$ cat src/rtl/matmul_job_ctrl.sv
// matmul_job_ctrl: accepts one matmul job and sequences it over an APB master.
// The job command is written to the control register. The block then waits for
// done and reads back the control register to learn the result bank (sp). It
// reads the N result elements in row-major order, then the flags word, and
// pushes every word to a valid/ready sink.
//
// Ports:
//   clk, rst            clock, synchronous active-high reset
//   job_valid/ready     job request handshake, job_cmd = control word to issue
//   psel..pstrb         APB master request side; prdata/pready response side
//   done                completion pulse from the datapath
//   res_*               result stream (res_flags marks the flags word, res_last the final word)
//   busy                high whenever the controller is not idle
//   err                 sticky timeout flag (only with MATMUL_CTRL_TIMEOUT_EN)
//
// Optional feature: define MATMUL_CTRL_TIMEOUT_EN to add a 16-bit WAIT_DONE
// watchdog and the err port.
module matmul_job_ctrl #(
  parameter int unsigned MAX_DIM    = 4,
  parameter int unsigned BUS_WIDTH  = 32,
  parameter int unsigned ADDR_WIDTH = 16
) (
  input  logic                   clk,
  input  logic                   rst,
  input  logic                   job_valid,
  output logic                   job_ready,
  input  logic [BUS_WIDTH-1:0]   job_cmd,
  output logic                   psel,
  output logic                   penable,
  output logic                   pwrite,
  output logic [ADDR_WIDTH-1:0]  paddr,
  output logic [BUS_WIDTH-1:0]   pwdata,
  output logic [BUS_WIDTH/8-1:0] pstrb,
  input  logic [BUS_WIDTH-1:0]   prdata,
  input  logic                   pready,
  input  logic                   done,
  output logic                   res_valid,
  input  logic                   res_ready,
  output logic [BUS_WIDTH-1:0]   res_data,
  output logic                   res_flags,
  output logic                   res_last,
  output logic                   busy
`ifdef MATMUL_CTRL_TIMEOUT_EN
  ,
  output logic                   err
`endif
);

  localparam int unsigned N      = MAX_DIM * MAX_DIM;
  localparam int unsigned IDX_W  = (N > 1) ? $clog2(N) : 1;
  localparam int unsigned STRB_W = BUS_WIDTH / 8;

  typedef enum logic [3:0] {
    IDLE, WR_SET, WR_ACC, WAIT_DONE, RC_SET, RC_ACC,
    RE_SET, RE_ACC, PUSH_E, RF_SET, RF_ACC, PUSH_F
  } state_t;

  state_t               state, state_d;
  logic [IDX_W-1:0]     idx, idx_d;
  logic [1:0]           sp, sp_d;
  logic [BUS_WIDTH-1:0] cmd, cmd_d;
  logic [BUS_WIDTH-1:0] data_d;

  logic                   psel_d, penable_d, pwrite_d;
  logic [ADDR_WIDTH-1:0]  paddr_d;
  logic [BUS_WIDTH-1:0]   pwdata_d;
  logic [STRB_W-1:0]      pstrb_d;
  logic                   res_valid_d, res_flags_d, res_last_d, job_ready_d, busy_d;

`ifdef MATMUL_CTRL_TIMEOUT_EN
  logic [15:0] tcnt, tcnt_d;
  logic        err_d;
`endif

  // Next state plus next values of every registered output.
  // Outputs are decoded from the next state, so they line up with the state register.
  always_comb begin
    state_d = state;
    idx_d   = idx;
    sp_d    = sp;
    cmd_d   = cmd;
    data_d  = res_data;
`ifdef MATMUL_CTRL_TIMEOUT_EN
    tcnt_d  = tcnt;
    err_d   = err;
`endif

    case (state)
      IDLE: begin
        if (job_valid) begin
          cmd_d   = job_cmd;
          idx_d   = '0;
          state_d = WR_SET;
        end
      end
      WR_SET: state_d = WR_ACC;
      WR_ACC: begin
        if (pready) state_d = WAIT_DONE;
`ifdef MATMUL_CTRL_TIMEOUT_EN
        tcnt_d = '0;
`endif
      end
      WAIT_DONE: begin
        if (done) begin
          state_d = RC_SET;
`ifdef MATMUL_CTRL_TIMEOUT_EN
        end else if (tcnt == 16'hFFFE) begin
          // 65535th cycle without done: give up, no results
          err_d   = 1'b1;
          state_d = IDLE;
        end else begin
          tcnt_d = tcnt + 16'd1;
`endif
        end
      end
      RC_SET: state_d = RC_ACC;
      RC_ACC: begin
        if (pready) begin
          sp_d    = prdata[3:2];
          state_d = RE_SET;
        end
      end
      RE_SET: state_d = RE_ACC;
      RE_ACC: begin
        if (pready) begin
          data_d  = prdata;
          state_d = PUSH_E;
        end
      end
      PUSH_E: begin
        if (res_ready) begin
          idx_d   = idx + IDX_W'(1);
          state_d = (idx == IDX_W'(N - 1)) ? RF_SET : RE_SET;
        end
      end
      RF_SET: state_d = RF_ACC;
      RF_ACC: begin
        if (pready) begin
          data_d  = prdata;
          state_d = PUSH_F;
        end
      end
      PUSH_F: if (res_ready) state_d = IDLE;
      default: state_d = IDLE;
    endcase

    psel_d      = 1'b0;
    penable_d   = 1'b0;
    pwrite_d    = 1'b0;
    paddr_d     = '0;
    pwdata_d    = '0;
    pstrb_d     = '0;
    res_valid_d = 1'b0;
    res_flags_d = 1'b0;
    res_last_d  = 1'b0;
    job_ready_d = (state_d == IDLE);
    busy_d      = (state_d != IDLE);

    case (state_d)
      WR_SET, WR_ACC: begin
        psel_d    = 1'b1;
        penable_d = (state_d == WR_ACC);
        pwrite_d  = 1'b1;
        pwdata_d  = cmd_d | BUS_WIDTH'(1);
        pstrb_d   = {STRB_W{1'b1}};
      end
      RC_SET, RC_ACC: begin
        psel_d    = 1'b1;
        penable_d = (state_d == RC_ACC);
      end
      RE_SET, RE_ACC: begin
        psel_d    = 1'b1;
        penable_d = (state_d == RE_ACC);
        // bank offset 4*sp, one 32-byte stride per element
        paddr_d   = ADDR_WIDTH'(32'd16 + (32'(sp_d) << 2) + (32'(idx_d) << 5));
      end
      RF_SET, RF_ACC: begin
        psel_d    = 1'b1;
        penable_d = (state_d == RF_ACC);
        paddr_d   = ADDR_WIDTH'(12);
      end
      PUSH_E: res_valid_d = 1'b1;
      PUSH_F: begin
        res_valid_d = 1'b1;
        res_flags_d = 1'b1;
        res_last_d  = 1'b1;
      end
      default: ;
    endcase
  end

  // State, datapath and output registers.
  always_ff @(posedge clk) begin
    if (rst) begin
      state     <= IDLE;
      idx       <= '0;
      sp        <= '0;
      cmd       <= '0;
      psel      <= 1'b0;
      penable   <= 1'b0;
      pwrite    <= 1'b0;
      paddr     <= '0;
      pwdata    <= '0;
      pstrb     <= '0;
      res_valid <= 1'b0;
      res_data  <= '0;
      res_flags <= 1'b0;
      res_last  <= 1'b0;
      job_ready <= 1'b0;
      busy      <= 1'b0;
`ifdef MATMUL_CTRL_TIMEOUT_EN
      tcnt      <= '0;
      err       <= 1'b0;
`endif
    end else begin
      state     <= state_d;
      idx       <= idx_d;
      sp        <= sp_d;
      cmd       <= cmd_d;
      psel      <= psel_d;
      penable   <= penable_d;
      pwrite    <= pwrite_d;
      paddr     <= paddr_d;
      pwdata    <= pwdata_d;
      pstrb     <= pstrb_d;
      res_valid <= res_valid_d;
      res_data  <= data_d;
      res_flags <= res_flags_d;
      res_last  <= res_last_d;
      job_ready <= job_ready_d;
      busy      <= busy_d;
`ifdef MATMUL_CTRL_TIMEOUT_EN
      tcnt      <= tcnt_d;
      err       <= err_d;
`endif
    end
  end

endmodule

$ cat config.mk
export PLATFORM = sky130hd
export DESIGN_NAME = matmul_job_ctrl
export DESIGN_NICKNAME = d
export VERILOG_FILES = /design/src/rtl/matmul_job_ctrl.sv
export SDC_FILE = /design/constraint.sdc
export NUM_CORES = 1
export LEC_CHECK = 0
export ABC_AREA = 1
export BUFFER_PORTS_ARGS = -buffer_cell sky130_fd_sc_hd__buf_2
export CAP_MARGIN = 25
export CORE_UTILIZATION = 52
export DETAILED_ROUTE_END_ITERATION = 16
export PLACE_DENSITY = 0.9
export SLEW_MARGIN = 20
export SYNTH_ARGS = -nofsm -noshare
export SYNTH_HDL_FRONTEND = slang
export SYNTH_SLANG_ARGS = --single-unit
$ cat constraint.sdc
create_clock -name clk -period 2.8 [get_ports clk]
set_input_delay 0.42 -clock clk [delete_from_list [all_inputs] [get_ports clk]]
set_output_delay 0.42 -clock clk [all_outputs]
set_load 0.01 [all_outputs]
==> results of run 1 <==
-- state kept, by name (all words and copies together) (netlist names) --
name / cells
busy: 1
cmd: 31
idx: 4
job_ready: 1
paddr: 7
penable: 1
psel: 1
pstrb: 1
pwdata: 31
res_data: 32
res_last: 1
res_valid: 1
sp: 2
state: 4
-- cell usage after synthesis (all sizes together) --
cell,n,area share
o21ai,41,0.048
inv,25,0.022
a21oi,4,0.0047
nand3,14,0.021
xnor2,2,0.0041
mux2i,31,0.073
nor3,7,0.011
nor2,162,0.16
nand4,4,0.0059
o31ai,1,0.0018
and2,2,0.0029
nand2,34,0.033
nand3b,1,0.0018
dfxtp,118,0.55
conb,1,0.00088
clkbuf,11,0.0097
ha,1,0.0029
buf,25,0.043
-- worst reg2reg max path, cell delays in order, from the launching register on --
cell and delay (ns):
dfxtp_1 0.39, ha_1 0.23, nand3_1 0.09, nand2_1 0.08, nor2_2 0.05, nor2_2 0.16
inv_1 0.10, nor2_1 0.26, nand3_4 0.44, nor2_1 0.24
-- cell type report --
cell class / instances / area (µm²) / share of cell area
multi-input combinational: 313 / 1620 / 0.290
tap: 102 / 128 / 0.0229
sequential: 118 / 2360 / 0.424
clock inverter: 15 / 166 / 0.0298
inverter: 25 / 93.8 / 0.0168
clock buffer: 17 / 414 / 0.0742
timing repair buffer: 156 / 793 / 0.142
-- worst paths after layout --
path | to | depth (start not counted) | startpoint
setup / recovery | pwdata[17] | 9 | idx[0]
hold / removal | res_data[6] | 3 | prdata[6]
setup reg to reg | pwdata[17] | 9 | idx[0]
hold reg to reg | res_data[6] | 2 | res_data[6]
-- cell families (layout without fill, tap and decap cells) --
logic type,Yosys count,after routing,share of synthesized area
AOI/OAI and AO/OA,46,46,0.0546
xor gates and xnor gates,2,2,0.00411
adders and majority gates,1,1,0.00293
buffers and inverters,61,213,0.0742
DFF,118,118,0.554
muxes,31,31,0.0727
other,1,9,0.000879
and+or+nand+nor,224,224,0.237
-- metrics by stage --
step	power (mW)	area [µm²]
after CTS	4.47	5580
final	4.43	5580
after detailed placement	2.38	5000
after global placement	2.35	5000
after global routing	4.62	5580
after floorplan	2.24	4300
-- power by group through the flow --
| stage | clock network (mW) | logic, mW | registers [mW] |
|---|---|---|---|
| after detailed placement | 0 | 0.520 | 1.86 |
| after global routing | 2.21 | 0.579 | 1.83 |
| after floorplan | 0 | 0.362 | 1.88 |
| final | 2.09 | 0.524 | 1.82 |
| after CTS | 2.12 | 0.527 | 1.82 |
| after global placement | 0 | 0.502 | 1.85 |
-- metal layers --
layer | track usage | part of all wire | vias up
li1 | - | - | 1804
met1 | 0.258 | 0.42 | 1579
met2 | 0.413 | 0.49 | 153
met3 | 0.0731 | 0.079 | 7
met4 | 0.0898 | 0.0068 | 0
met5 | 0 | 0 | -
==> impl_metrics.env, run 1 <==
export IMPL_fmax_mhz=469
export IMPL_synth_seq_cells=118
export IMPL_cp_top_family="simple AND/OR/NAND/NOR gates"
export IMPL_maxSlewViolCount=0
export IMPL_ant_nets=0
export IMPL_clk_path_buf_depth=2
export IMPL_diodes=0
export IMPL_setup_viol=0
export IMPL_fin_crit_sh=0.762
export IMPL_dr_pass1_iters=4
export IMPL_grt_max_degree=47
export IMPL_crit_fanout=32
export IMPL_synth_seq_area_share=0.554
export IMPL_switching_power_mw=1.17
export IMPL_finalHoldViolCount=0
export IMPL_fin_tns_setup_ns=0
export IMPL_num_vias=3543
export IMPL_num_fill_cells=602
export IMPL_hold_slack_ns=0.172
export IMPL_syn_area_um2=4270
export IMPL_area_growth_pct=30.8
export IMPL_yosys_warnings=0
export IMPL_p_comb_frac=0.118
export IMPL_slowest_stage="nand3_4"
export IMPL_tightest_slew_ns=0.546
export IMPL_grt_pass1_vias=3479
export IMPL_core_area_um2=7850
export IMPL_post_route_drc_count=0
export IMPL_outcome="complete, no violations"
export IMPL_avgRoutedWirePerCell_um=12.9
export IMPL_min_period_ns=2.13
export IMPL_ys_types=28
export IMPL_crit_type="flip-flop to flip-flop"
export IMPL_grt_pass1_wl_um=15500
export IMPL_timing_slew_headroom=0.636
export IMPL_port_buffer_count=151
export IMPL_crit_path_cell_trace="ha_1, nand3_1, nand2_1, nor2_2, nor2_2, inv_1, nor2_1, nand3_4, nor2_1"
export IMPL_p_int_mw=3.26
export IMPL_r2r_setup_slack_ns=0.67
export IMPL_cts_setup_buffers=0
export IMPL_fp_row_count=32
export IMPL_p_per_area_nw_per_um2=794
export IMPL_place_inst=714
export IMPL_required_ns=3.21
export IMPL_rsz0062_at_grt="no"
export IMPL_start_util=0.544
export IMPL_crit_buf_inv=1
export IMPL_cts_sinks=118
export IMPL_cts_buffers=17
export IMPL_ir_drop_uv=506
export IMPL_netlist_instances=484
export IMPL_hold_class="input pin to flip-flop"
export IMPL_die_w_um=92.6
export IMPL_cp_start_kind="flip-flop"
export IMPL_final_cell_mix="151 x buf_2, 136 x nor2_1, 118 x dfxtp_1"
export IMPL_switching_share=0.264
export IMPL_clkTransAtPathRegs_ns=0.06
export IMPL_cp_arrival_ns=2.54
export IMPL_final_setup_skew_ns=0.0102
export IMPL_slowest_delay_ns=0.44
export IMPL_seq_power_share=0.411
export IMPL_postCtsHoldBufs=0
export IMPL_dieArea_um2=8570
export IMPL_clkPwrFrac=0.471
export IMPL_mostFrequentLayoutCell="buf_2"
export IMPL_htreeDepth=4
export IMPL_cts_root_buf="clkbuf_8"
export IMPL_wl_um=9600
export IMPL_end_kind="flip-flop"
export IMPL_routed_via_density=4.75
export IMPL_cts_resized=0
export IMPL_die_h_um=92.6
export IMPL_setup_slack_ns=0.667
export IMPL_post_route_util=0.711
export IMPL_p_leak_nw=2.81
export IMPL_nets=702
export IMPL_layout_cells_non_filler=746
export IMPL_drt_iter0_drc=162
export IMPL_cts_tree="built"
export IMPL_avgSynthCellArea_um2=8.81
export IMPL_drive_gt1_frac=0.351
export IMPL_dp_slack_ns=0.661
export IMPL_globalRouteOverflowTotal=0
export IMPL_place_hpwl_um=6800
export IMPL_cap_viol_max_count=0
export IMPL_boundaryPins=162
export IMPL_gp_congestion=0.813
export IMPL_clk_latency_ns=0.50
export IMPL_grt_antenna_before_repair=0
export IMPL_grtUsageTotal=0.233
(Power assumes the default switching activity.)
==> run 2, diff against run 1 <==
- CORE_UTILIZATION: 52 -> 48
- PLACE_DENSITY: 0.9 -> 0.84
- clock period: 2.8 -> 2.2 ns (I/O delays scaled with it)
==> run 2 against run 1 <==
- die area grew 8.1%
- combinational power grew 30%
- wire length down 0.56%
- global-route usage shrank 2.7 points
- via count grew 1.9%
- clock skew is 0.0035 ns lower
- design area rose by 1.3%
==> impl_metrics.env, run 2 (synthesis gave the netlist of run 1 again) <==
export IMPL_dr_pass1_iters=5
export IMPL_crit_buf_inv=0
export IMPL_setup_viol=0
export IMPL_nets=704
export IMPL_cp_top_family="simple AND/OR/NAND/NOR gates"
export IMPL_port_buffer_count=151
export IMPL_grt_max_degree=47
export IMPL_highest_layer="met4"
export IMPL_grt_pass1_vias=3342
export IMPL_cp_start_kind="flip-flop"
export IMPL_fin_tns_setup_ns=0
export IMPL_num_vias=3611
export IMPL_r2r_setup_slack_ns=0.24
export IMPL_wl_met3_um=758
export IMPL_crit_type="flip-flop to flip-flop"
export IMPL_fmax_mhz=510
export IMPL_route_met2_wl_um=4620
export IMPL_post_route_util=0.651
export IMPL_clk_latency_ns=0.50
export IMPL_boundaryPins=162
export IMPL_hold_slack_ns=0.0776
export IMPL_final_cell_mix="151 x buf_2, 135 x nor2_1, 118 x dfxtp_1"
export IMPL_slowest_stage="dfxtp_1"
export IMPL_mostFrequentLayoutCell="buf_2"
export IMPL_cts_buffers=17
export IMPL_dieArea_um2=9270
export IMPL_worstHoldStart="prdata[29]"
export IMPL_r2r_start="state[2]"
export IMPL_r2r_cells=8
export IMPL_whs_endpoint="res_data[29]"
export IMPL_gp_congestion=0.890
export IMPL_worstHoldPathCells=3
export IMPL_die_w_um=96.3
export IMPL_crit_path_cell_trace="nor2_2, nand3_1, nand2_1, nor3_4, nand2_2, nand2_2, nand3_4, nor2_2"
export IMPL_p_per_area_nw_per_um2=1030
export IMPL_fp_row_count=34
export IMPL_slowest_delay_ns=0.49
export IMPL_finalHoldViolCount=0
export IMPL_cp_arrival_ns=2.39
export IMPL_globalRouteOverflowTotal=0
export IMPL_clkTransAtPathRegs_ns=0.06
export IMPL_avgRoutedWirePerCell_um=12.6
export IMPL_p_leak_nw=2.84
export IMPL_ir_drop_uv=560
export IMPL_cap_viol_max_count=0
export IMPL_timing_slew_headroom=0.638
export IMPL_top_register="res_data"
export IMPL_place_inst=721
export IMPL_total_power_mw=5.80
export IMPL_drt_iter0_drc=120
export IMPL_rsz0062_at_grt="no"
export IMPL_die_h_um=96.3
export IMPL_cts_root_buf="clkbuf_8"
export IMPL_wl_met1_um=4030
export IMPL_rr_endpoint="pwdata[20]"
export IMPL_clk_path_buf_depth=2
export IMPL_wl_um=9550
export IMPL_ant_nets=0
export IMPL_core_area_um2=8680
export IMPL_postCtsHoldBufs=0
export IMPL_grt_antenna_before_repair=0
export IMPL_cts_sinks=118
export IMPL_maxSlewViolCount=0
export IMPL_drive_gt1_frac=0.354
export IMPL_routed_via_density=4.78
export IMPL_reg_top3="res_data x32, cmd x31, pwdata x31"
export IMPL_post_route_drc_count=0
export IMPL_area_growth_pct=32.5
export IMPL_place_hpwl_um=6540
export IMPL_fin_crit_sh=0.891
export IMPL_hold_class="input pin to flip-flop"
export IMPL_outcome="complete, no violations"
export IMPL_layout_cells_non_filler=755
export IMPL_largest_reg_flops=32
export IMPL_grt_pass1_wl_um=14400
export IMPL_crit_fanout=16
export IMPL_end_kind="flip-flop"
export IMPL_final_setup_skew_ns=0.00664
export IMPL_cts_tree="built"
export IMPL_start_util=0.491
export IMPL_tightest_slew_ns=0.543
export IMPL_required_ns=2.63
export IMPL_grtUsageTotal=0.206
export IMPL_htreeDepth=4
export IMPL_min_period_ns=1.96
run 2: cell count changes in the layout (fill, tap and decap cells not counted), sizes merged:
cell	previous run	this run
bufinv	2	3
buf	156	157
clkinvlp	3	2
nand3	14	15
inv	31	33
clkinv	4	1
clkbuf	17	18
diode	0	1
run 2: per-stage QoR:
| stage | cell area, µm² | worst slack (ns) |
|---|---|---|
| 5_1_grt | 5650 | 0.0388 |
| 3_3_place_gp | 5010 | 0.184 |
| 2_1_floorplan | 4300 | 0.614 |
| 3_5_place_dp | 5010 | 0.0688 |
| 6_report | 5650 | 0.241 |
| 4_1_cts | 5620 | 0.0477 |
run 2: routing by layer:
metal	vias up	track usage
li1	1813	-
met5	-	0
met3	17	0.0703
met1	1627	0.225
met2	154	0.352
met4	0	0.107
run 2: repair_timing:
action                     4_1_cts  5_1_grt
setup endpoints to repair        0       32
resized for setup                0        3
buffers inserted                 0        0
run 2: worst max-delay path by stage:
stage             start  slack, ns  depth (start not counted)    endpoint
6_report       state[2]       0.24                          8  pwdata[20]
5_1_grt          idx[0]       0.04                         11  pwdata[16]
4_1_cts          idx[0]       0.05                          9  pwdata[16]
3_5_place_dp     idx[0]       0.07                          9  pwdata[19]
3_3_place_gp     idx[0]       0.18                          9  pwdata[11]
2_1_floorplan    idx[0]       0.61                         10  pwdata[10]
run 2: worst reg2reg max path, delay by kind of cell (launching register included):
family	cells	cell delay (ns)
AND/OR/NAND/NOR	8	1.43
flip-flops	1	0.49
run 2: area by class of cell:
type                    count  area (µm²)
diodes                      1        2.50
flip-flops and latches    118        2360
clock inverters            14         184
multi-input cells         314        1650
well taps                 108         135
inverters                  25        93.8
repair buffers            157         801
fillers                   711        3030
clock buffers              18         428
run 2: report_power, final:
group / switching, mW / internal [mW] / total, mW
Clock: 1.02 / 1.79 / 2.80
Sequential: 0.0500 / 2.27 / 2.32
Combinational: 0.426 / 0.255 / 0.681
